<file path="src/rtl/sdf_ctrl_pkg.sv">
// sdf_ctrl_pkg: shared control definitions for radix-2 SDF IFFT stages.
// Holds the stage state encoding, a constant log2 helper and the depth macro
// used by both the sequencer and the datapath Memory_Shifter instantiation.
`ifndef SDF_CTRL_PKG_SV
`define SDF_CTRL_PKG_SV

// Feedback buffer depth of stage number stage_no (1-based).
`define D(stage_no) (1 << ((stage_no) - 1))

package sdf_ctrl_pkg;

  typedef enum logic [1:0] {
    IDLE  = 2'd0,
    FILL  = 2'd1,
    RUN   = 2'd2,
    DRAIN = 2'd3
  } sdf_state_t;

  // Ceiling log2 usable in constant expressions.
  function automatic int log2_ceil(input int value);
    int r;
    int v;
    r = 0;
    v = value - 1;
    while (v > 0) begin
      r = r + 1;
      v = v >> 1;
    end
    return r;
  endfunction

endpackage

`endif

</file>
<file path="src/rtl/sdf_twiddle_addr_gen.sv">
// sdf_twiddle_addr_gen: twiddle ROM address and multiply enable for one SDF
// stage. The address is (cnt mod D) * NFFT/(2D), held between advances so
// input gaps freeze it. The multiply is active only in the first half of
// each 2D block and never while the buffer is being drained.
module sdf_twiddle_addr_gen
  import sdf_ctrl_pkg::*;
#(
  parameter int NFFT     = 64,
  parameter int STAGE_NO = 1,
  parameter int AW       = $clog2(NFFT)
) (
  input  logic          clk,
  input  logic          rst,
  input  logic [AW-1:0] cnt,
  input  logic          advance,
  input  logic          drain,
  output logic [AW-1:0] tw_addr,
  output logic          tw_en
);

  localparam int            DEPTH = `D(STAGE_NO);
  localparam int            SHIFT = log2_ceil(NFFT) - STAGE_NO;
  localparam logic [AW-1:0] MASK  = AW'(DEPTH - 1);

  logic [AW-1:0] addr_next;

  // NFFT/(2D) is a power of two, so the multiply reduces to a shift.
  assign addr_next = (cnt & MASK) << SHIFT;
  assign tw_en     = advance && !cnt[STAGE_NO-1] && !drain;

  // Address register, updated only when the stage advances.
  always_ff @(posedge clk or negedge rst) begin
    if (!rst) begin
      tw_addr <= '0;
    end else if (advance) begin
      tw_addr <= addr_next;
    end
  end

endmodule

</file>
<file path="src/rtl/sdf_stage_sequencer.sv">
// sdf_stage_sequencer: control unit for one radix-2 SDF IFFT stage.
// Counts samples per frame, derives the butterfly/MUX selects and twiddle
// controls, qualifies the serial output and drains the feedback buffer after
// the final frame. Optional build macro SDF_SEQ_STATUS_EN adds the frame_cnt
// and sticky err status outputs.
module sdf_stage_sequencer
  import sdf_ctrl_pkg::*;
#(
  parameter int NFFT     = 64,
  parameter int STAGE_NO = 1,
  parameter int AW       = $clog2(NFFT)
) (
  input  logic          clk,
  input  logic          rst,
  input  logic          start_conv,
  input  logic          stop_conv,
  input  logic          in_valid,
  output logic          sel1,
  output logic          sel2,
  output logic          tw_en,
  output logic [AW-1:0] tw_addr,
  output logic          flush,
  output logic          out_valid,
  output logic          out_last,
  output logic          busy,
  output logic          end_conv
`ifdef SDF_SEQ_STATUS_EN
  ,
  output logic [15:0]   frame_cnt,
  output logic          err
`endif
);

  localparam int            DEPTH     = `D(STAGE_NO);
  localparam logic [AW-1:0] CNT_LAST  = AW'(NFFT - 1);
  localparam logic [AW-1:0] DEPTH_END = AW'(DEPTH - 1);

  sdf_state_t    state_q, state_d;
  logic [AW-1:0] cnt_q, cnt_d;
  logic          stop_req_q, stop_req_d;
  logic          advance;
  logic          cnt_at_last;
  logic          run_adv;
  logic          drain_done;
  logic          sel_p1;
  logic          vld_p1;
  logic          last_p1;
  logic          end_p1;

  assign busy        = (state_q != IDLE);
  assign flush       = (state_q == DRAIN);
  assign sel1        = busy && cnt_q[STAGE_NO-1];
  assign cnt_at_last = (cnt_q == CNT_LAST);
  assign run_adv     = (state_q == RUN) && advance;
  assign drain_done  = (state_q == DRAIN) && (cnt_q == DEPTH_END);

  // A start with in_valid in IDLE already carries sample 0; DRAIN advances
  // on its own to push zeros through the feedback buffer.
  always_comb begin
    advance = 1'b0;
    case (state_q)
      IDLE:      advance = start_conv && in_valid;
      FILL, RUN: advance = in_valid;
      DRAIN:     advance = 1'b1;
      default:   advance = 1'b0;
    endcase
  end

  // Next-state, sample counter and latched stop request.
  always_comb begin
    state_d    = state_q;
    stop_req_d = stop_req_q;
    cnt_d      = cnt_q;
    if (advance) begin
      cnt_d = cnt_at_last ? '0 : cnt_q + 1'b1;
    end
    case (state_q)
      IDLE: begin
        stop_req_d = 1'b0;
        if (start_conv) begin
          // A stop seen together with start is kept for this frame's end.
          stop_req_d = stop_conv;
          cnt_d      = in_valid ? AW'(1) : '0;
          state_d    = (in_valid && DEPTH == 1) ? RUN : FILL;
        end
      end
      FILL: begin
        stop_req_d = stop_req_q || stop_conv;
        if (in_valid && cnt_q == DEPTH_END) begin
          state_d = RUN;
        end
      end
      RUN: begin
        stop_req_d = stop_req_q || stop_conv;
        if (run_adv && cnt_at_last && (stop_req_q || stop_conv)) begin
          state_d    = DRAIN;
          stop_req_d = 1'b0;
        end
      end
      DRAIN: begin
        stop_req_d = 1'b0;
        if (drain_done) begin
          state_d = IDLE;
          cnt_d   = '0;
        end
      end
      default: begin
        state_d    = IDLE;
        cnt_d      = '0;
        stop_req_d = 1'b0;
      end
    endcase
  end

  // Control state registers.
  always_ff @(posedge clk or negedge rst) begin
    if (!rst) begin
      state_q    <= IDLE;
      cnt_q      <= '0;
      stop_req_q <= 1'b0;
    end else begin
      state_q    <= state_d;
      cnt_q      <= cnt_d;
      stop_req_q <= stop_req_d;
    end
  end

  // Stage p1: qualifiers aligned with the sel2-muxed serial output.
  always_ff @(posedge clk or negedge rst) begin
    if (!rst) begin
      sel_p1  <= 1'b0;
      vld_p1  <= 1'b0;
      last_p1 <= 1'b0;
      end_p1  <= 1'b0;
    end else begin
      sel_p1  <= sel1;
      vld_p1  <= run_adv || (state_q == DRAIN);
      last_p1 <= run_adv && cnt_at_last;
      end_p1  <= drain_done;
    end
  end

  assign sel2      = sel_p1;
  assign out_valid = vld_p1;
  assign out_last  = last_p1;
  assign end_conv  = end_p1;

  sdf_twiddle_addr_gen #(
    .NFFT     (NFFT),
    .STAGE_NO (STAGE_NO),
    .AW       (AW)
  ) u_tw (
    .clk     (clk),
    .rst     (rst),
    .cnt     (cnt_q),
    .advance (advance),
    .drain   (state_q == DRAIN),
    .tw_addr (tw_addr),
    .tw_en   (tw_en)
  );

`ifdef SDF_SEQ_STATUS_EN
  // Frame counter and sticky protocol error flag.
  always_ff @(posedge clk or negedge rst) begin
    if (!rst) begin
      frame_cnt <= '0;
      err       <= 1'b0;
    end else begin
      if (last_p1) begin
        frame_cnt <= frame_cnt + 16'd1;
      end
      if ((start_conv && busy) || (in_valid && state_q == DRAIN)) begin
        err <= 1'b1;
      end
    end
  end
`endif

endmodule

</file>
<file path="config.mk">
export PLATFORM = sky130hd
export DESIGN_NAME = sdf_stage_sequencer
export DESIGN_NICKNAME = d
export VERILOG_FILES = /design/src/rtl/sdf_ctrl_pkg.sv /design/src/rtl/sdf_twiddle_addr_gen.sv /design/src/rtl/sdf_stage_sequencer.sv
export SDC_FILE = /design/constraint.sdc
export NUM_CORES = 1
export LEC_CHECK = 0
export BUFFER_PORTS_ARGS = -buffer_cell sky130_fd_sc_hd__buf_4
export CORE_MARGIN = 2
export CORE_UTILIZATION = 56
export DETAILED_ROUTE_END_ITERATION = 6
export GPL_TIMING_DRIVEN = 0
export PLACE_DENSITY = 0.9
export SYNTH_ARGS = -nofsm -noshare
export SYNTH_HDL_FRONTEND = slang
export SYNTH_SLANG_ARGS = --single-unit
</file>
<file path="constraint.sdc">
create_clock -name clk -period 5.5 [get_ports clk]
set_input_delay 1.1 -clock clk [delete_from_list [all_inputs] [get_ports clk]]
set_output_delay 1.1 -clock clk [all_outputs]
set_load 0.01 [all_outputs]
</file>
==> results.json <==
{
  "status": "finished clean",
  "routed_wl_mm": 1.611,
  "synth_compound_area_share_pct": 11.92,
  "crit_start": "start_conv",
  "hp-class": "flop to flop",
  "via_per_inst": 5.320,
  "arrival_ns": 2.06,
  "hold_buffers": 0,
  "synth_area_leader_cell": "dfrtp_1",
  "num_vias": 649,
  "dieArea_um2": 1867,
  "postCtsResizedCells": 0,
  "dr.pass1.iters": 4,
  "synth_top_family_by_area": "simple AND/OR/NAND/NOR gates",
  "fin_setup_tns_ns": 0,
  "route.detailed.drc": 0,
  "r2r_end": "cnt_q[0]$_DFF_PN0_",
  "synth_common_cells": "dfrtp_1, nor2_1, inv_1",
  "utilization_pct": 69.05,
  "r2r-start": "state_q[0]$_DFFE_PN0P_",
  "numPortBuffers": 12,
  "crit_required_ns": 4.40,
  "worst_pin_slew_ns": 0.7816,
  "critPathTopFamily": "buffers and inverters",
  "endpoint_kind": "primary output",
  "start_util_pct": 58.50,
  "synth_simple_gate_area_share_pct": 20.93,
  "fmax_ghz": 0.3169,
  "root_buffer": "clkbuf_4",
  "syn_area_um2": 860.8,
  "ir_worst_vdd_uv": 312.2,
  "critical_path.cell_chain": "buf_4 -> mux2_4 -> a22oi_4 -> buf_6 -> nor3_1 -> buf_4",
  "path_class": "primary input to primary output",
  "yosys_register_bits": 13,
  "ioPinCount": 19,
  "worstSetupEndpoint": "tw_en",
  "groute.usage.overall_pct": 21.06,
  "num_rows": 14,
  "grt_setup_unrepaired": "false",
  "synth.most_common_cell": "dfrtp_1",
  "area.growth.synth_to_final_pct": 18.02,
  "syn_avg_cell_area_um2": 10.13,
  "synth_edf_count": 0,
  "p_leak_nw": 0.5117,
  "die_x_um": 43.21,
  "syn-instance-count": 85,
  "synth-main-ff-cell": "dfrtp_1",
  "synth_cell_types": 33,
  "ys_seq_area_share_pct": 37.79,
  "clock_sink_count": 13,
  "reg2reg_slack_ns": 3.44,
  "muxShareOfSynthArea_pct": 5.233,
  "grt_pass1_wl_mm": 2.835,
  "grt_max_degree": 14,
  "cts_buffers": 3,
  "hpwlAfterDp_mm": 1.210,
  "htree_levels": 1,
  "synthXorXnorAreaFrac_pct": 4.070,
  "post_cts.repair.setup_buffers": 0,
  "critPathLaunchType": "primary input",
  "critPathMaxStageDelay_ns": 0.26,
  "cts_max_path_buffers": 2,
  "skew_ns": 0.002715,
  "period_minus_slack_ns": 3.155,
  "core_um2": 1471,
  "relSlewSlack_pct": 47.58,
  "n_antenna_cell": 0,
  "period_share_pct": 57.37,
  "final_hold_viol_count": 0,
  "clk_latency_ns": 0.28,
  "path_buf_inv": 3,
  "maxCapViolations": 0,
  "drt-initial-drc-count": 16,
  "drtAntennaViolNets": 0,
  "antenna_found_initial": 0,
  "finalSetupViolations": 0,
  "clkTransAtPathRegs_ns": 0.08,
  "final_nets": 118,
  "path_depth": 6,
  "grt_pass1_vias": 629,
  "cts_tree": "yes",
  "die_height_um": 43.21,
  "yosys-top-cells-area": "dfrtp_1, ha_1, buf_4",
  "critical_path.most_common_cell": "buf_4",
  "slowest_stage": "mux2_4",
  "grt-ovfl-total": 0,
  "async_reset_ff_share_pct": 100.0,
  "gp_congestion": 0.8144,
  "layout-drive-gt1-share_pct": 28.30,
  "ff2ff_path_depth": 7,
  "synth_warnings": 0,
  "path_max_fanout": 10,
  "timing.final.max_slew_violations": 0,
  "cellPowerDensity_nw_per_um2": 517.8,
  "synth-adder-area-share_pct": 8.721,
  "post_drt_wl_per_cell_um": 13.20,
  "synth_top_area_share_pct": 37.79
}
[worst min-delay path by stage]
stage	cells after the start	endpoint	start
after floorplan	2	stop_req_q$_DFF_PN0_	stop_req_q$_DFF_PN0_
after global placement	2	stop_req_q$_DFF_PN0_	stop_req_q$_DFF_PN0_
after detailed placement	2	stop_req_q$_DFF_PN0_	stop_req_q$_DFF_PN0_
after CTS	2	stop_req_q$_DFF_PN0_	stop_req_q$_DFF_PN0_
after global routing	2	stop_req_q$_DFF_PN0_	stop_req_q$_DFF_PN0_
final	2	stop_req_q$_DFF_PN0_	stop_req_q$_DFF_PN0_
[metal layers]
metal / global-route usage [%] / wire, um / part of all wire, % / vias up
met1: 25.14 / 697 / 43 / 299
met3: 4.681 / 70 / 4.3 / 7
met5: 0 / 0 / 0 / -
li1: - / - / - / 321
met2: 33.43 / 778 / 48 / 22
met4: 13.94 / 64 / 4.0 / 0
[cells in the final DEF (no fill, tap or decap), drive strengths merged]
cell type,synthesis,final
inv,7,7
o21ai,2,2
xnor2,4,4
nand2,3,3
o21a,1,1
o21bai,1,1
mux2,1,1
dfrtp,13,13
nand3,4,4
nor2b,2,2
o31ai,1,1
nand4b,1,1
a32oi,1,1
a221oi,1,1
nor3b,1,1
buf,8,20
clkbuf,0,4
a22oi,1,1
ha,6,6
nor2,9,9
conb,1,6
nand2b,1,1
a31oi,1,1
nor3,7,7
a21oi,1,1
mux2i,3,3
a21o,1,1
a211oi,1,1
and3,1,1
nor4,1,1
[cell families (layout without fill, tap and decap cells)]
family | count (synthesis) | count (layout)
other | 1 | 6
AOI/OAI and AO/OA | 12 | 12
adders and majority gates | 6 | 6
DFF | 13 | 13
and+or+nand+nor | 30 | 30
buffers and inverters | 15 | 31
xor gates and xnor gates | 4 | 4
muxes | 4 | 4
[tightest hold or removal path, delay by kind of cell (launching register included)]
kind            cells  cell delay [ns]
compound gates      1             0.16
simple gates        1             0.06
flops               1             0.34
[where the power goes]
part	internal (mW)	switching, mW	total [mW]
Combinational	0.147	0.178	0.325
Sequential	0.122	0.0183	0.141
Clock	0.0282	0.0322	0.0604
Total	0.298	0.228	0.526
[final cells by class]
class	count	area (um2)
Inverter	7	26.28
Buffer	8	67.56
Timing Repair Buffer	12	90.09
Tap cell	16	20.02
Multi-Input combinational cell	62	460.4
Clock buffer	4	26.28
Sequential cell	13	325.3
Fill cell	109	455.4
[registers in the layout, summed over array words and instances (netlist names)]
name	flops
cnt_q	6
state_q	2
end_conv	1
out_last	1
out_valid	1
sel2	1
stop_req_q	1
[through the flow]
| stage | power (mW) | setup WS, ns | instances | hold slack (ns) | area, um2 |
|---|---|---|---|---|---|
| 2_1_floorplan | 0.3752 | 2.670 | 90 | 0.5344 | 879.6 |
| 4_1_cts | 0.5270 | 2.344 | 122 | 0.5860 | 1016 |
| 3_5_place_dp | 0.4644 | 2.349 | 118 | 0.5655 | 989.7 |
| 5_1_grt | 0.5689 | 2.303 | 122 | 0.6153 | 1016 |
| 3_3_place_gp | 0.4508 | 2.369 | 118 | 0.5542 | 989.7 |
| 6_report | 0.5260 | 2.345 | 122 | 0.5881 | 1016 |
No activity file was read; power rests on OpenSTA's default activity.
